**src/rtl/frogger_pkg.sv**
```systemverilog
// Shared frogger types: the game state and sound enums used by game_ctrl,
// ui_gen and the sound player, plus the level and timer widths.
package frogger_pkg;

  localparam int unsigned LEVEL_W = 4;
  localparam int unsigned TIMER_W = 8;

  typedef enum logic [1:0] {
    MENU    = 2'd0,
    PLAYING = 2'd1,
    DEAD    = 2'd2,
    WIN     = 2'd3
  } game_state_t;

  typedef enum logic [1:0] {
    UI_PRESS    = 2'd0,
    NEXTLEVEL   = 2'd1,
    CRASH       = 2'd2,
    CELEBRATION = 2'd3
  } sound_t;

endpackage

```
**src/rtl/game_ctrl_frame_countdown.sv**
```systemverilog
// frame_countdown: loadable frame counter for the DEAD/WIN screen hold.
// It decrements on each frame tick while non-zero. expire_o is combinational
// and fires in the cycle of the tick that takes the count from 1 to 0, so the
// owning FSM can leave its hold state on the very next clock edge.
module frame_countdown
  import frogger_pkg::*;
(
  input  logic               clk,
  input  logic               rst,
  input  logic               load_i,
  input  logic [TIMER_W-1:0] value_i,
  input  logic               tick_i,
  output logic               expire_o
);

  logic [TIMER_W-1:0] count_q, count_d;

  // Next count: a load takes priority over a tick; the count stops at zero.
  always_comb begin
    count_d = count_q;
    if (load_i) begin
      count_d = value_i;
    end else if (tick_i && (count_q != '0)) begin
      count_d = count_q - 1'b1;
    end
  end

  // Count register, cleared by reset.
  always_ff @(posedge clk) begin
    if (rst) count_q <= '0;
    else     count_q <= count_d;
  end

  assign expire_o = tick_i && !load_i && (count_q == TIMER_W'(1));

endmodule

```
**src/rtl/game_ctrl.sv**
```systemverilog
// game_ctrl: frogger game-flow sequencer. It owns the MENU/PLAYING/DEAD/WIN
// state, the level and lives registers and the sound request register. It
// turns frog events into state changes, frog respawn pulses and sound
// requests. All outputs are registered.
// Optional feature macro: GAME_CTRL_LIVES_EN (multiple lives per game).
module game_ctrl
  import frogger_pkg::*;
#(
  parameter logic [3:0] MAX_LEVEL   = 4'd9,
  parameter logic [7:0] DEAD_FRAMES = 8'd120,
  parameter logic [7:0] WIN_FRAMES  = 8'd240,
  parameter logic [1:0] NUM_LIVES   = 2'd3
) (
  input  logic       clk,
  input  logic       rst,
  input  logic       frame_tick,
  input  logic       btn_any_tick,
  input  logic       collision,
  input  logic       goal_reached,
  input  logic       sound_ack,
  output logic [1:0] state,
  output logic [3:0] level,
  output logic [1:0] lives,
  output logic       frog_reset,
  output logic       sound_req,
  output logic [1:0] sound_id
);

  game_state_t        state_q, state_d;
  logic [LEVEL_W-1:0] level_q, level_d;
  logic               frog_reset_q, frog_reset_d;
  logic               sound_req_q, sound_req_d;
  sound_t             sound_id_q, sound_id_d;

  logic               snd_evt;
  sound_t             snd_new;
  logic               tmr_load;
  logic [TIMER_W-1:0] tmr_value;
  logic               tmr_expire;

`ifdef GAME_CTRL_LIVES_EN
  logic [1:0]         lives_q, lives_d;
`endif

  frame_countdown u_hold (
    .clk      (clk),
    .rst      (rst),
    .load_i   (tmr_load),
    .value_i  (tmr_value),
    .tick_i   (frame_tick),
    .expire_o (tmr_expire)
  );

  // Next-state, level/lives updates and sound event selection.
  always_comb begin
    state_d      = state_q;
    level_d      = level_q;
    frog_reset_d = 1'b0;
    snd_evt      = 1'b0;
    snd_new      = sound_id_q;
    tmr_load     = 1'b0;
    tmr_value    = '0;
`ifdef GAME_CTRL_LIVES_EN
    lives_d      = lives_q;
`endif
    case (state_q)
      MENU: begin
        if (btn_any_tick) begin
          state_d      = PLAYING;
          level_d      = LEVEL_W'(1);
          frog_reset_d = 1'b1;
          snd_evt      = 1'b1;
          snd_new      = UI_PRESS;
`ifdef GAME_CTRL_LIVES_EN
          lives_d      = NUM_LIVES;
`endif
        end
      end
      PLAYING: begin
        if (collision) begin
          snd_evt = 1'b1;
          snd_new = CRASH;
`ifdef GAME_CTRL_LIVES_EN
          if (lives_q > 2'd1) begin
            lives_d      = lives_q - 2'd1;
            frog_reset_d = 1'b1;
          end else begin
            lives_d   = '0;
            state_d   = DEAD;
            tmr_load  = 1'b1;
            tmr_value = DEAD_FRAMES;
          end
`else
          state_d   = DEAD;
          tmr_load  = 1'b1;
          tmr_value = DEAD_FRAMES;
`endif
        end else if (goal_reached) begin
          snd_evt = 1'b1;
          if (level_q < MAX_LEVEL) begin
            level_d      = level_q + 1'b1;
            frog_reset_d = 1'b1;
            snd_new      = NEXTLEVEL;
          end else begin
            state_d   = WIN;
            snd_new   = CELEBRATION;
            tmr_load  = 1'b1;
            tmr_value = WIN_FRAMES;
          end
        end
      end
      DEAD, WIN: begin
        if (tmr_expire) state_d = MENU;
      end
      default: state_d = MENU;
    endcase

    // Latest event wins; an event in the same cycle as an ack keeps the request up.
    if (snd_evt)        sound_req_d = 1'b1;
    else if (sound_ack) sound_req_d = 1'b0;
    else                sound_req_d = sound_req_q;
    sound_id_d = snd_evt ? snd_new : sound_id_q;
  end

  // State and output registers, synchronous active-high reset.
  always_ff @(posedge clk) begin
    if (rst) begin
      state_q      <= MENU;
      level_q      <= LEVEL_W'(1);
      frog_reset_q <= 1'b0;
      sound_req_q  <= 1'b0;
      sound_id_q   <= UI_PRESS;
`ifdef GAME_CTRL_LIVES_EN
      lives_q      <= '0;
`endif
    end else begin
      state_q      <= state_d;
      level_q      <= level_d;
      frog_reset_q <= frog_reset_d;
      sound_req_q  <= sound_req_d;
      sound_id_q   <= sound_id_d;
`ifdef GAME_CTRL_LIVES_EN
      lives_q      <= lives_d;
`endif
    end
  end

  assign state      = state_q;
  assign level      = level_q;
  assign frog_reset = frog_reset_q;
  assign sound_req  = sound_req_q;
  assign sound_id   = sound_id_q;
`ifdef GAME_CTRL_LIVES_EN
  assign lives      = lives_q;
`else
  // Always zero; the AND keeps NUM_LIVES referenced when lives are compiled out.
  assign lives      = NUM_LIVES & 2'b00;
`endif

endmodule

```
**config.mk**
```make
export PLATFORM = sky130hd
export DESIGN_NAME = game_ctrl
export DESIGN_NICKNAME = d
export VERILOG_FILES = /design/src/rtl/frogger_pkg.sv /design/src/rtl/game_ctrl_frame_countdown.sv /design/src/rtl/game_ctrl.sv
export SDC_FILE = /design/constraint.sdc
export NUM_CORES = 1
export LEC_CHECK = 0
export CORE_MARGIN = 2
export CORE_UTILIZATION = 45
export CTS_CLUSTER_DIAMETER = 30
export DETAILED_ROUTE_END_ITERATION = 6
export PLACE_DENSITY = 0.85
export SKIP_CTS_REPAIR_TIMING = 1
export SKIP_LAST_GASP = 1
export SYNTH_ARGS = -nofsm -noshare
export SYNTH_HDL_FRONTEND = slang
export SYNTH_SLANG_ARGS = --single-unit
export TNS_END_PERCENT = 10
```
**constraint.sdc**
```tcl
create_clock -name clk -period 1.7 [get_ports clk]
set_input_delay 0.425 -clock clk [delete_from_list [all_inputs] [get_ports clk]]
set_output_delay 0.425 -clock clk [all_outputs]
set_load 0.005 [all_outputs]
```
### Word-level counts from Yosys, hierarchy flattened

Index checks and enable logic that the tools add are counted.

| operators by class | value |
|---|---|
| add/subtract/negate cells | 2 |
| magnitude comparators | 1 |
| equal/unequal tests | 11 |
| mux-type cells | 36 |
| reductions and logical operators | 13 |

Operators by type and width:

| kind | count |
|---|---|
| $mux 8 | 6 |
| $mux 2 | 9 |
| $mux 4 | 4 |
| $mux 1 | 12 |
| $ne 2x2->1 const B | 5 |
| $eq 8x1->1 const B | 1 |
| $pmux 4 s2 | 1 |
| $reduce_and 4->1 | 2 |
| $reduce_bool 8->1 | 1 |
| $sub 8x1->8 const B | 1 |
| $ne 3x3->1 const B | 2 |
| $pmux 2 s3 | 1 |
| $reduce_bool 2->1 | 3 |
| $reduce_and 5->1 | 1 |
| $add 4x1->4 const B | 1 |
| $eq 2x2->1 const B | 2 |
| $lt 4x4->1 const B | 1 |
| $pmux 1 s2 | 2 |
| $pmux 2 s2 | 1 |
| $logic_and 1x1->1 | 3 |
| $eq 2x1->1 const B | 1 |
| $logic_not 2->1 | 1 |
| $reduce_or 2->1 | 1 |
| $logic_not 1->1 | 1 |

| word-level totals | value |
|---|---|
| register bits after elaboration | 18 |
| input port bits | 7 |
| output and inout port bits | 12 |
| word-level logic and storage cells | 69 |

### Depth between registers and ports, before layout

| logic depth | value |
|---|---|
| depth in word-level cells | 10 |
| gate-level depth with buffers | 7 |
| mapped depth without buffers | 7 |

### Hierarchy

A second synthesis with hierarchy kept.

| second synthesis, totals | value |
|---|---|
| cells, all modules | 133 |
| area, all modules | 1122.3 um2 |

By module, submodules not included:

| module | times used | cells each | area each (um2) | sequential area each (um2) |
|---|---|---|---|---|
| game_ctrl | 1 | 66 | 565.5 | 200.2 |
| frame_countdown | 1 | 67 | 556.8 | 160.2 |

### Worst setup path before layout

No wires, ideal clock.

| path | value |
|---|---|
| path type | register to register |
| start | reg u_hold.count_q[2] |
| end | reg u_hold.count_q[3] |
| setup time | 126 ps |
| arrival | 1634 ps |
| required time | 1574 ps |
| slack | -60 ps |
| cell stages (with the launch flop) | 6 |
| path buffers | 0 |
| period minus slack after synthesis | 1760 ps |
| path through | dfxtp_1 > or4_4 > o41a_4 > a21oi_2 > mux2i_1 > nor2_1 |

| between the ends | value |
|---|---|
| cells in the longest elaborated chain, start to end | 3 |
| elaborated cells between the ends (all ways) | 6 |
| those cells by class | 1 x add/sub; 2 x mux; 3 x reduce/logical |

RTL lines:

| element | line | RTL |
|---|---|---|
| from (decl) | game_ctrl_frame_countdown.sv:16 | `logic [TIMER_W-1:0] count_q, count_d;` |
| from (signal assigned) | game_ctrl_frame_countdown.sv:31 | `else count_q <= count_d;` |
| $sub 8x1->8 or $reduce_bool 8->1 (tied branches) | game_ctrl_frame_countdown.sv:24, game_ctrl_frame_countdown.sv:23 |  |
| $mux 8 or $logic_and 1x1->1 (tied branches) | game_ctrl_frame_countdown.sv:23 | `end else if (tick_i && (count_q != '0)) begin` |
| $mux 8 or $reduce_bool 2->1 (tied branches) | n/a |  |

Parallel ways exist; a longest one is shown, timed or not. The select of a mux whose other input is x is not followed.
A chain may end at the register's enable or synchronous reset.

### Worst setup path after layout

Same ends and word-level chain as after synthesis.

==> results.toml <==
[yosys]
yosysUniqueCellTypes = 39
synthArstFlopShare = 0
synthTopCellsByArea = "dfxtp_1, a21oi_1, ha_1"
yosys.area.top_type = "dfxtp_1"
syn_area_um2 = 966
ys_seq_elements = 18
ys_seq_area_frac = 0.373
synth_cells = 111
synth.top_cell.area_share = 0.373
synth_ff_type = "dfxtp_1"
synth.avg_cell_area_um2 = 8.70
synth_edf_count = 0
synth.yosys.warnings = 0

[timing]
finalCriticalPeriod_ns = 1.83
report.final.slew_viol_count = 0
rsz0062_at_grt = "yes"
fmax_mhz = 546
hold_viol_final = 0
setup_viol = 10
fin_crit_sh = 1.08
layout_setup_ws_ns = -0.132
finalHoldWorstSlack_ns = 0.489
skew_ns = 0.00154
setup_tns_ns = -0.630

[power_and_ir_drop]
p_per_area_nw_per_um2 = 1300
power.internal_w = 0.00113
p_leak_nw = 0.539
irDropWorstVdd_mv = 0.675
combinationalPowerShare = 0.512
clkPwrFrac = 0.151
p_sw_w = 0.000607
swShare = 0.350
pwr-share-seq = 0.337

[setup_path]
cpPeakStageDelay_ns = 0.54
reg2reg_slack_ns = -0.13
critPathSlowestCell = "or4_4"
regToRegEndpoint = "u_hold.count_q[3]"
end_kind = "flip-flop"
crit_fanout = 4
ff2ff_path_depth = 6
regToRegStartpoint = "u_hold.count_q[2]"
cp_cell_sequence = "or4_4 > o41a_4 > a21oi_2 > buf_4 > mux2i_1 > nor2_1"
worstSetupPathType = "reg -> reg"
crit_start = "u_hold.count_q[2]"
arrival_ns = 2.03
startpoint_type = "flip-flop"
cp_data_required_time_ns = 1.90
endpoint = "u_hold.count_q[3]"

[die]
rows = 16
dieArea_um2 = 2530
start_util = 0.482
dieWidth_um = 50.3
die_y_um = 50.3
coreArea_um2 = 2000
ioPinCount = 19

[grt]
grt_pass1_vias = 988
grt.total_usage = 0.202
grt_pass1_wl_um = 3930
grt_overflow = 0
grt_max_degree = 11
antenna_found_initial = 0

[final_layout]
layout-drive-gt1-share = 0.208
utilization = 0.666
num-nets-final = 161
finalNonFillerCells = 176
stdcell_area_um2 = 1330
nFillCells = 177
layout_common_cells = "buf_4, dfxtp_1, clkdlybuf4s50_1"
final_common_cell = "buf_4"
diodes = 0
area_delta_synth_final_pct = 38.1

[clock_network]
clock_tree.buffer_depth = 2
clk_latency_ns = 0.29
root_buffer = "clkbuf_4"
cts_tree = "done"
cts_buffers = 3
cts-htree-levels = 1
clk_pin_slew_worst_paths_ns = 0.10
cts_sinks = 18

[job]
drv_cap = 0

[place]
io_buffers = 16
placed_cell_area_um2 = 1290
dp_hpwl_um = 1780
gp_congestion = 0.823
dp_cells = 172

[route]
drt_iter0_drc = 13
ant_nets = 0
drc_errors = 0
wirelength_um = 2230
vias = 916
vias_per_cell = 5.20
wire_per_inst_um = 12.7
dr.pass1.iters = 4

[min_path]
hold_class = "reg -> reg"

[status]
violations = "negative setup slack"
outcome = "finished, violations left"
## layout make-up
class	count	area (um2)	share of cell area
multi-input cells	80	547	0.410
flip-flops and latches	18	362	0.271
repair buffers	37	318	0.238
inverters	10	37.5	0.0281
clock buffers	4	36.3	0.0272
well taps	27	33.8	0.0253
## critical path, delay by kind of cell, from the launching register on
kind	cells	cell delay, ns
simple gates	2	0.59
compound gates	2	0.53
flops	1	0.33
mux	1	0.16
buf+inv	1	0.12
## kinds of logic after synthesis
kind of cell	Yosys count	share of synthesized area
adders and majority gates	4	0.0518
muxes	2	0.0207
other	1	0.00388
AOI/OAI and AO/OA	28	0.203
xor gates and xnor gates	6	0.0544
buffers and inverters	14	0.0712
DFF	18	0.373
and+or+nand+nor	38	0.222
## synthesized netlist by cell type, types with 2 or more instances
cell,instances
o21ai_0,5
buf_4,2
nand2b_1,3
nor2b_1,3
mux2i_1,2
dfxtp_1,18
inv_1,10
a31oi_1,2
a21oi_1,11
ha_1,4
nor3b_1,2
nor2_1,8
xnor2_1,5
nand2_1,7
nor3_1,5
## metrics by stage
stage	worst slack, ns	total power (W)
finish	-0.132	0.00173
global placement	-0.216	0.00142
floorplan	-0.0597	0.00111
CTS	-0.154	0.00173
global route	-0.217	0.00188
detailed placement	-0.279	0.00146
## power by group through the flow
stage | registers, W | clock network (W) | logic [W]
final | 0.000585 | 0.000262 | 0.000888
after global routing | 0.000596 | 0.000294 | 0.000986
after CTS | 0.000578 | 0.000272 | 0.000881
after detailed placement | 0.000587 | 0 | 0.000878
after global placement | 0.000582 | 0 | 0.000837
after floorplan | 0.000597 | 0 | 0.000509
## layer usage
layer	vias up	GRT usage	wire length [um]
li1	459	-	-
met1	428	0.208	976
met2	25	0.384	1120
met3	4	0.0446	85
met4	0	0.0901	48
met5	-	0	0
## worst min-delay path by stage
stage | start | to | slack, ns | cells after the start
5_1_grt | sound_req | sound_req | 0.55 | 2
2_1_floorplan | sound_req | sound_req | 0.47 | 2
6_report | sound_req | sound_req | 0.49 | 2
4_1_cts | sound_req | sound_req | 0.48 | 2
3_3_place_gp | sound_req | sound_req | 0.46 | 2
3_5_place_dp | sound_req | sound_req | 0.47 | 2
## sequential cells by signal, indices dropped and copies added, names as in the netlist
| signal | cells |
|---|---|
| u_hold.count_q | 8 |
| level | 4 |
| sound_id | 2 |
| state | 2 |
| frog_reset | 1 |
| sound_req | 1 |
No activity file was read; power rests on OpenSTA's default activity.
